### src/rtl/expr_pkg.sv
// Shared definitions for the expression-result capture stage: widths, default
// MISR polynomial, FSM state encoding and the 90-to-32 bit fold.
package expr_pkg;

  localparam int Y_W   = 90;
  localparam int SIG_W = 32;
  localparam int CNT_W = 16;

  localparam logic [SIG_W-1:0] POLY_DEFAULT = 32'h04C11DB7;

  typedef logic [1:0] state_t;
  localparam state_t ST_IDLE = 2'd0;
  localparam state_t ST_RUN  = 2'd1;
  localparam state_t ST_DONE = 2'd2;

  // Zero-extend to three 32-bit slices and XOR them together.
  function automatic logic [SIG_W-1:0] fold_y(input logic [Y_W-1:0] y);
    logic [95:0] w;
    w = {6'd0, y};
    return w[31:0] ^ w[63:32] ^ w[95:64];
  endfunction

endpackage

### src/rtl/expr_fold_misr.sv
// Combinational fold of one result vector plus the Galois MISR next-state
// function; shared between the capture stage and any golden-model wrapper.
module expr_fold_misr
  import expr_pkg::*;
#(
  parameter logic [SIG_W-1:0] POLY = POLY_DEFAULT
) (
  input  logic [SIG_W-1:0] sig,
  input  logic [Y_W-1:0]   y,
  output logic [SIG_W-1:0] next_sig
);

  logic [SIG_W-1:0] fold_s;
  logic [SIG_W-1:0] fb_s;

  assign fold_s = fold_y(y);

  // Feedback term is applied only when the shifted-out bit is set.
  always_comb begin
    fb_s = {SIG_W{1'b0}};
    if (sig[SIG_W-1]) begin
      fb_s = POLY;
    end else begin
      fb_s = {SIG_W{1'b0}};
    end
  end

  assign next_sig = {sig[SIG_W-2:0], 1'b0} ^ fb_s ^ fold_s;

endmodule

### src/rtl/expr_result_misr.sv
// Capture stage: accepts result vectors over valid/ready, compacts them into a
// MISR signature over a programmed vector count and reports done/pass.
module expr_result_misr
  import expr_pkg::*;
#(
  parameter logic [SIG_W-1:0] POLY = POLY_DEFAULT
) (
  input  logic             clk,
  input  logic             rst_n,
  input  logic             start,
  input  logic [CNT_W-1:0] num_vectors,
  input  logic [SIG_W-1:0] seed,
  input  logic [SIG_W-1:0] expected,
  input  logic             in_valid,
  output logic             in_ready,
  input  logic [Y_W-1:0]   in_y,
  output logic             busy,
  output logic             done,
  output logic             pass,
  output logic [SIG_W-1:0] signature,
  output logic [CNT_W-1:0] vec_count
);

  state_t           state_r;
  logic [SIG_W-1:0] sig_r;
  logic [CNT_W-1:0] cnt_r;
  logic [CNT_W-1:0] num_r;
  logic [SIG_W-1:0] next_sig_s;
  logic             accept_s;
  logic             start_ok_s;
  logic             last_s;

  expr_fold_misr #(.POLY(POLY)) u_fold (
    .sig      (sig_r),
    .y        (in_y),
    .next_sig (next_sig_s)
  );

  assign accept_s   = in_valid && (state_r == ST_RUN);
  assign start_ok_s = start && (state_r != ST_RUN);
  assign last_s     = ((cnt_r + 16'd1) == num_r);

  // Run control, signature compaction and vector counting.
  always_ff @(posedge clk or negedge rst_n) begin
    if (!rst_n) begin
      state_r <= ST_IDLE;
      sig_r   <= {SIG_W{1'b0}};
      cnt_r   <= {CNT_W{1'b0}};
      num_r   <= {CNT_W{1'b0}};
    end else begin
      case (state_r)
        ST_IDLE, ST_DONE: begin
          if (start_ok_s) begin
            sig_r   <= seed;
            cnt_r   <= {CNT_W{1'b0}};
            num_r   <= num_vectors;
            state_r <= (num_vectors == {CNT_W{1'b0}}) ? ST_DONE : ST_RUN;
          end
        end
        ST_RUN: begin
          if (accept_s) begin
            sig_r <= next_sig_s;
            cnt_r <= cnt_r + 16'd1;
            if (last_s) begin
              state_r <= ST_DONE;
            end
          end
        end
        default: begin
          state_r <= ST_IDLE;
        end
      endcase
    end
  end

  assign in_ready  = (state_r == ST_RUN);
  assign busy      = (state_r == ST_RUN);
  assign done      = (state_r == ST_DONE);
  assign signature = sig_r;
  assign vec_count = cnt_r;
  // Kept combinational so a late change of expected is reflected immediately.
  assign pass      = done && (sig_r == expected);

endmodule

### config.mk
export PLATFORM = sky130hd
export DESIGN_NAME = expr_result_misr
export DESIGN_NICKNAME = d
export VERILOG_FILES = /design/src/rtl/expr_pkg.sv /design/src/rtl/expr_fold_misr.sv /design/src/rtl/expr_result_misr.sv
export SDC_FILE = /design/constraint.sdc
export NUM_CORES = 1
export LEC_CHECK = 0
export ABC_AREA = 1
export BUFFER_PORTS_ARGS = -buffer_cell sky130_fd_sc_hd__buf_2
export CAP_MARGIN = 5
export CORE_ASPECT_RATIO = 1.4
export CORE_MARGIN = 2
export CORE_UTILIZATION = 48
export CTS_BUF_LIST = sky130_fd_sc_hd__clkbuf_16
export DETAILED_ROUTE_END_ITERATION = 6
export GPL_TIMING_DRIVEN = 0
export PLACE_DENSITY = 0.89
export RECOVER_POWER = 25
export SYNTH_ARGS = -nofsm -noshare
export SYNTH_HDL_FRONTEND = slang
export SYNTH_SLANG_ARGS = --single-unit
### constraint.sdc
create_clock -name clk -period 2.2 [get_ports clk]
set_input_delay 0.66 -clock clk [delete_from_list [all_inputs] [get_ports clk]]
set_output_delay 0.66 -clock clk [all_outputs]
set_load 0.05 [all_outputs]
==> flow_metrics.env <==
export IMPL_status="finished with violations"
export IMPL_violations="capacitance limit, slew limit, setup timing"
export IMPL_cellPowerDensity_nw_per_um2=1378
export IMPL_postRouteAntennaNets=0
export IMPL_avgSynthCellArea_um2=7.581
export IMPL_synth_xor_area_share=0.1965
export IMPL_final_cell_mix="buf_2, nand2_1, inv_1, xnor2_1, o21ai_0"
export IMPL_yosysSeqAreaShare=0.3373
export IMPL_leakagePower_nw=3.365
export IMPL_seq_area_um2=1673
export IMPL_hp_start="num_r[4]"
export IMPL_p_total_w=0.009323
export IMPL_drc_errors=0
export IMPL_path_cells="buf_2 -> or2_4 -> a221oi_4 -> nand4_1 -> nor3_4 -> buf_6"
export IMPL_synth_area_leaders="dfrtp_1, nand2_1, xnor2_1"
export IMPL_max_stage_delay_ns=0.29
export IMPL_multi_input_area_um2=2970
export IMPL_crit_arrival_ns=1.88
export IMPL_synth_top_area_frac=0.3373
export IMPL_startpoint="expected[16]"
export IMPL_clk_path_buf_depth=2
export IMPL_fp_dieW_um=89.37
export IMPL_placed_area_um2=6265
export IMPL_setup_violations=1
export IMPL_htreeDepth=3
export IMPL_synth_mux_area_frac=0
export IMPL_grt_overflow_total=0
export IMPL_numCtsBuffers=9
export IMPL_fin_hold_ws_ns=0.4991
export IMPL_syn_num_nets=821
export IMPL_root_buffer="clkbuf_16"
export IMPL_fill_cells=834
export IMPL_finalMaxSlewViolations=67
export IMPL_maxCapViolCount=1
export IMPL_clock_latency_ns=0.33
export IMPL_grt_pass1_vias=5530
export IMPL_area_growth_pct=38.20
export IMPL_critPathKind="input pin to output pin"
export IMPL_synth_top_family_by_area="simple AND/OR/NAND/NOR gates"
export IMPL_final_common_cell="buf_2"
export IMPL_ff2ff_path_depth=7
export IMPL_cts_clk_slew_worst_paths_ns=0.05
export IMPL_worst_pin_slew_ns=1.682
export IMPL_rsz0062_at_grt="yes"
export IMPL_synth_compound_area_frac=0.1525
export IMPL_ir_worst_vdd_mv=0.6544
export IMPL_die_area_um2=11040
export IMPL_required_ns=1.54
export IMPL_fin_nets=1071
export IMPL_hold_viol=0
export IMPL_drt_first_pass_iters=5
export IMPL_yosysUniqueCellTypes=36
export IMPL_post_route_period_util=1.154
export IMPL_vias_per_cell=5.369
export IMPL_wl_um=17460
export IMPL_critPathMaxFanout=2
export IMPL_hold_buffers=0
export IMPL_hp_class="register to register"
export IMPL_cts_tree="built"
export IMPL_worst_path_max_delay_cell="a221oi_4"
export IMPL_routabilityCongestion=0.9355
export IMPL_yosys_area_share_simple=0.2343
export IMPL_hold_depth=2
export IMPL_start_util=0.4947
export IMPL_finalClockSkew_ns=0.008958
export IMPL_ys_ff_latch=66
export IMPL_start_kind="input pin"
export IMPL_netlist_area_um2=4897
export IMPL_post_place_ws_ns=-0.4632
export IMPL_coreArea_um2=9899
export IMPL_synth_adder_area_share=0.002555
export IMPL_postLayoutSetupSlackWorst_ns=-0.3383
export IMPL_port_buffers=225
export IMPL_rows=43
export IMPL_drt_initial_drc_count=288
export IMPL_antenna_found_initial=1
export IMPL_die_h_um=123.5
export IMPL_num_vias=5568
export IMPL_routedWlPerCell_um=16.84
export IMPL_max_freq_mhz=394.0
export IMPL_yosys_area_top_type="dfrtp_1"
export IMPL_grt_max_degree=67
export IMPL_r2r_start="state_r[0]"
export IMPL_clkSinkCount=66
export IMPL_track_usage=0.3053
export IMPL_endpoint_kind="output pin"
export IMPL_drive_above_1_share=0.3563
export IMPL_hpwlAfterDp_um=13440
export IMPL_maxSlewHeadroom=-0.1211
export IMPL_yosys_warnings=0
export IMPL_layout_min_cycle_time_ns=2.538
export IMPL_syn_inst=646
export IMPL_grt_pass1_wl_um=25600
export IMPL_io_pin_count=226
export IMPL_final_cell_area_um2=6768
worst max-delay path, delay by kind of cell:
kind / cells / cell delay, ns
AND/OR/NAND/NOR: 3 / 0.62
buffers and inverters: 2 / 0.29
AO/OA/AOI/OAI: 1 / 0.29
what timing repair did:
item | in CTS | in global routing
endpoints found under the setup margin | 3 | 15
buffers inserted | 4 | 11
endpoints found under the hold margin | 0 | 0
cloned | 0 | 1
pin swaps | 7 | 9
gates resized for setup | 15 | 15
cell families (layout without fill, tap and decap cells):
family                     after synthesis  in the layout
buffers and inverters                   97            352
other                                    0              1
adders and majority gates                1              1
DFF                                     66             66
AOI/OAI and AO/OA                      122            122
and+or+nand+nor                        251            251
xor gates and xnor gates               109            109
cells in the mapped netlist:
library cell and number:
o21ai_0 59, o21ai_1 1, nand3b_1 3, nand2_4 1, nand3_1 41, xnor2_1 63, xor2_1 45, a21boi_0 1
o211ai_1 30, xor2_2 1, nand3_2 2, nand4_1 11, clkbuf_1 14, nor2_1 20, a221oi_1 4, dfrtp_1 66
o2111ai_1 1, a211oi_1 2, inv_2 2, buf_2 7, buf_1 1, nor2_2 5, or2_2 4, buf_4 1
nand2_2 2, nor3_1 2, inv_1 72, ha_1 1, a22o_1 3, nor2_4 7, a31o_2 1, a21oi_1 4
nor4_1 3, and2_4 1, nand2_1 149, o22ai_1 16
metrics by stage:
stage	setup TNS, ns	instances	utilization
after global routing	-0.4173	1037	0.6836
final	-0.3383	1037	0.6836
after detailed placement	-1.241	1006	0.6328
after floorplan	-0.2435	646	-
after CTS	-0.4211	1025	0.6706
after global placement	-1.226	1006	0.6326
layer usage:
| layer | vias to the layer above | global-route usage | wire length [µm] |
|---|---|---|---|
| met5 | - | 0 | 0 |
| met4 | 0 | 0.2127 | 1029 |
| met3 | 78 | 0.06275 | 1318 |
| met2 | 298 | 0.5472 | 9188 |
| met1 | 2555 | 0.3056 | 5925 |
| li1 | 2637 | - | - |
state kept, by name (all words and copies together), names as in the netlist:
name,cells
num_r,16
state_r,2
vec_count,16
signature,32
power by group:
group | total, W | internal [W] | switching (W)
logic | 0.00565 | 0.00193 | 0.00372
clock network | 0.00139 | 0.000864 | 0.000527
registers | 0.00228 | 0.00174 | 0.000542
total | 0.00932 | 0.00454 | 0.00478
worst paths after layout:
path                                endpoint  slack (ns)
worst min register to register      num_r[4]        0.50
min in group asynchronous           num_r[1]        0.78
worst min-delay path                num_r[4]        0.50
worst max-delay path                    pass       -0.34
worst max register to register  signature[9]        0.19
max in group asynchronous       signature[9]        0.30
cell type report:
type | instances | area share
clock buffers | 9 | 0.03328
clock inverters | 7 | 0.009059
well taps | 135 | 0.02496
diodes | 1 | 0.0003698
repair buffers | 241 | 0.1864
multi-input cells | 483 | 0.4389
plain buffers | 21 | 0.01886
inverters | 74 | 0.04104
flip-flops and latches | 66 | 0.2472
Power figures use the tool's default switching activity.
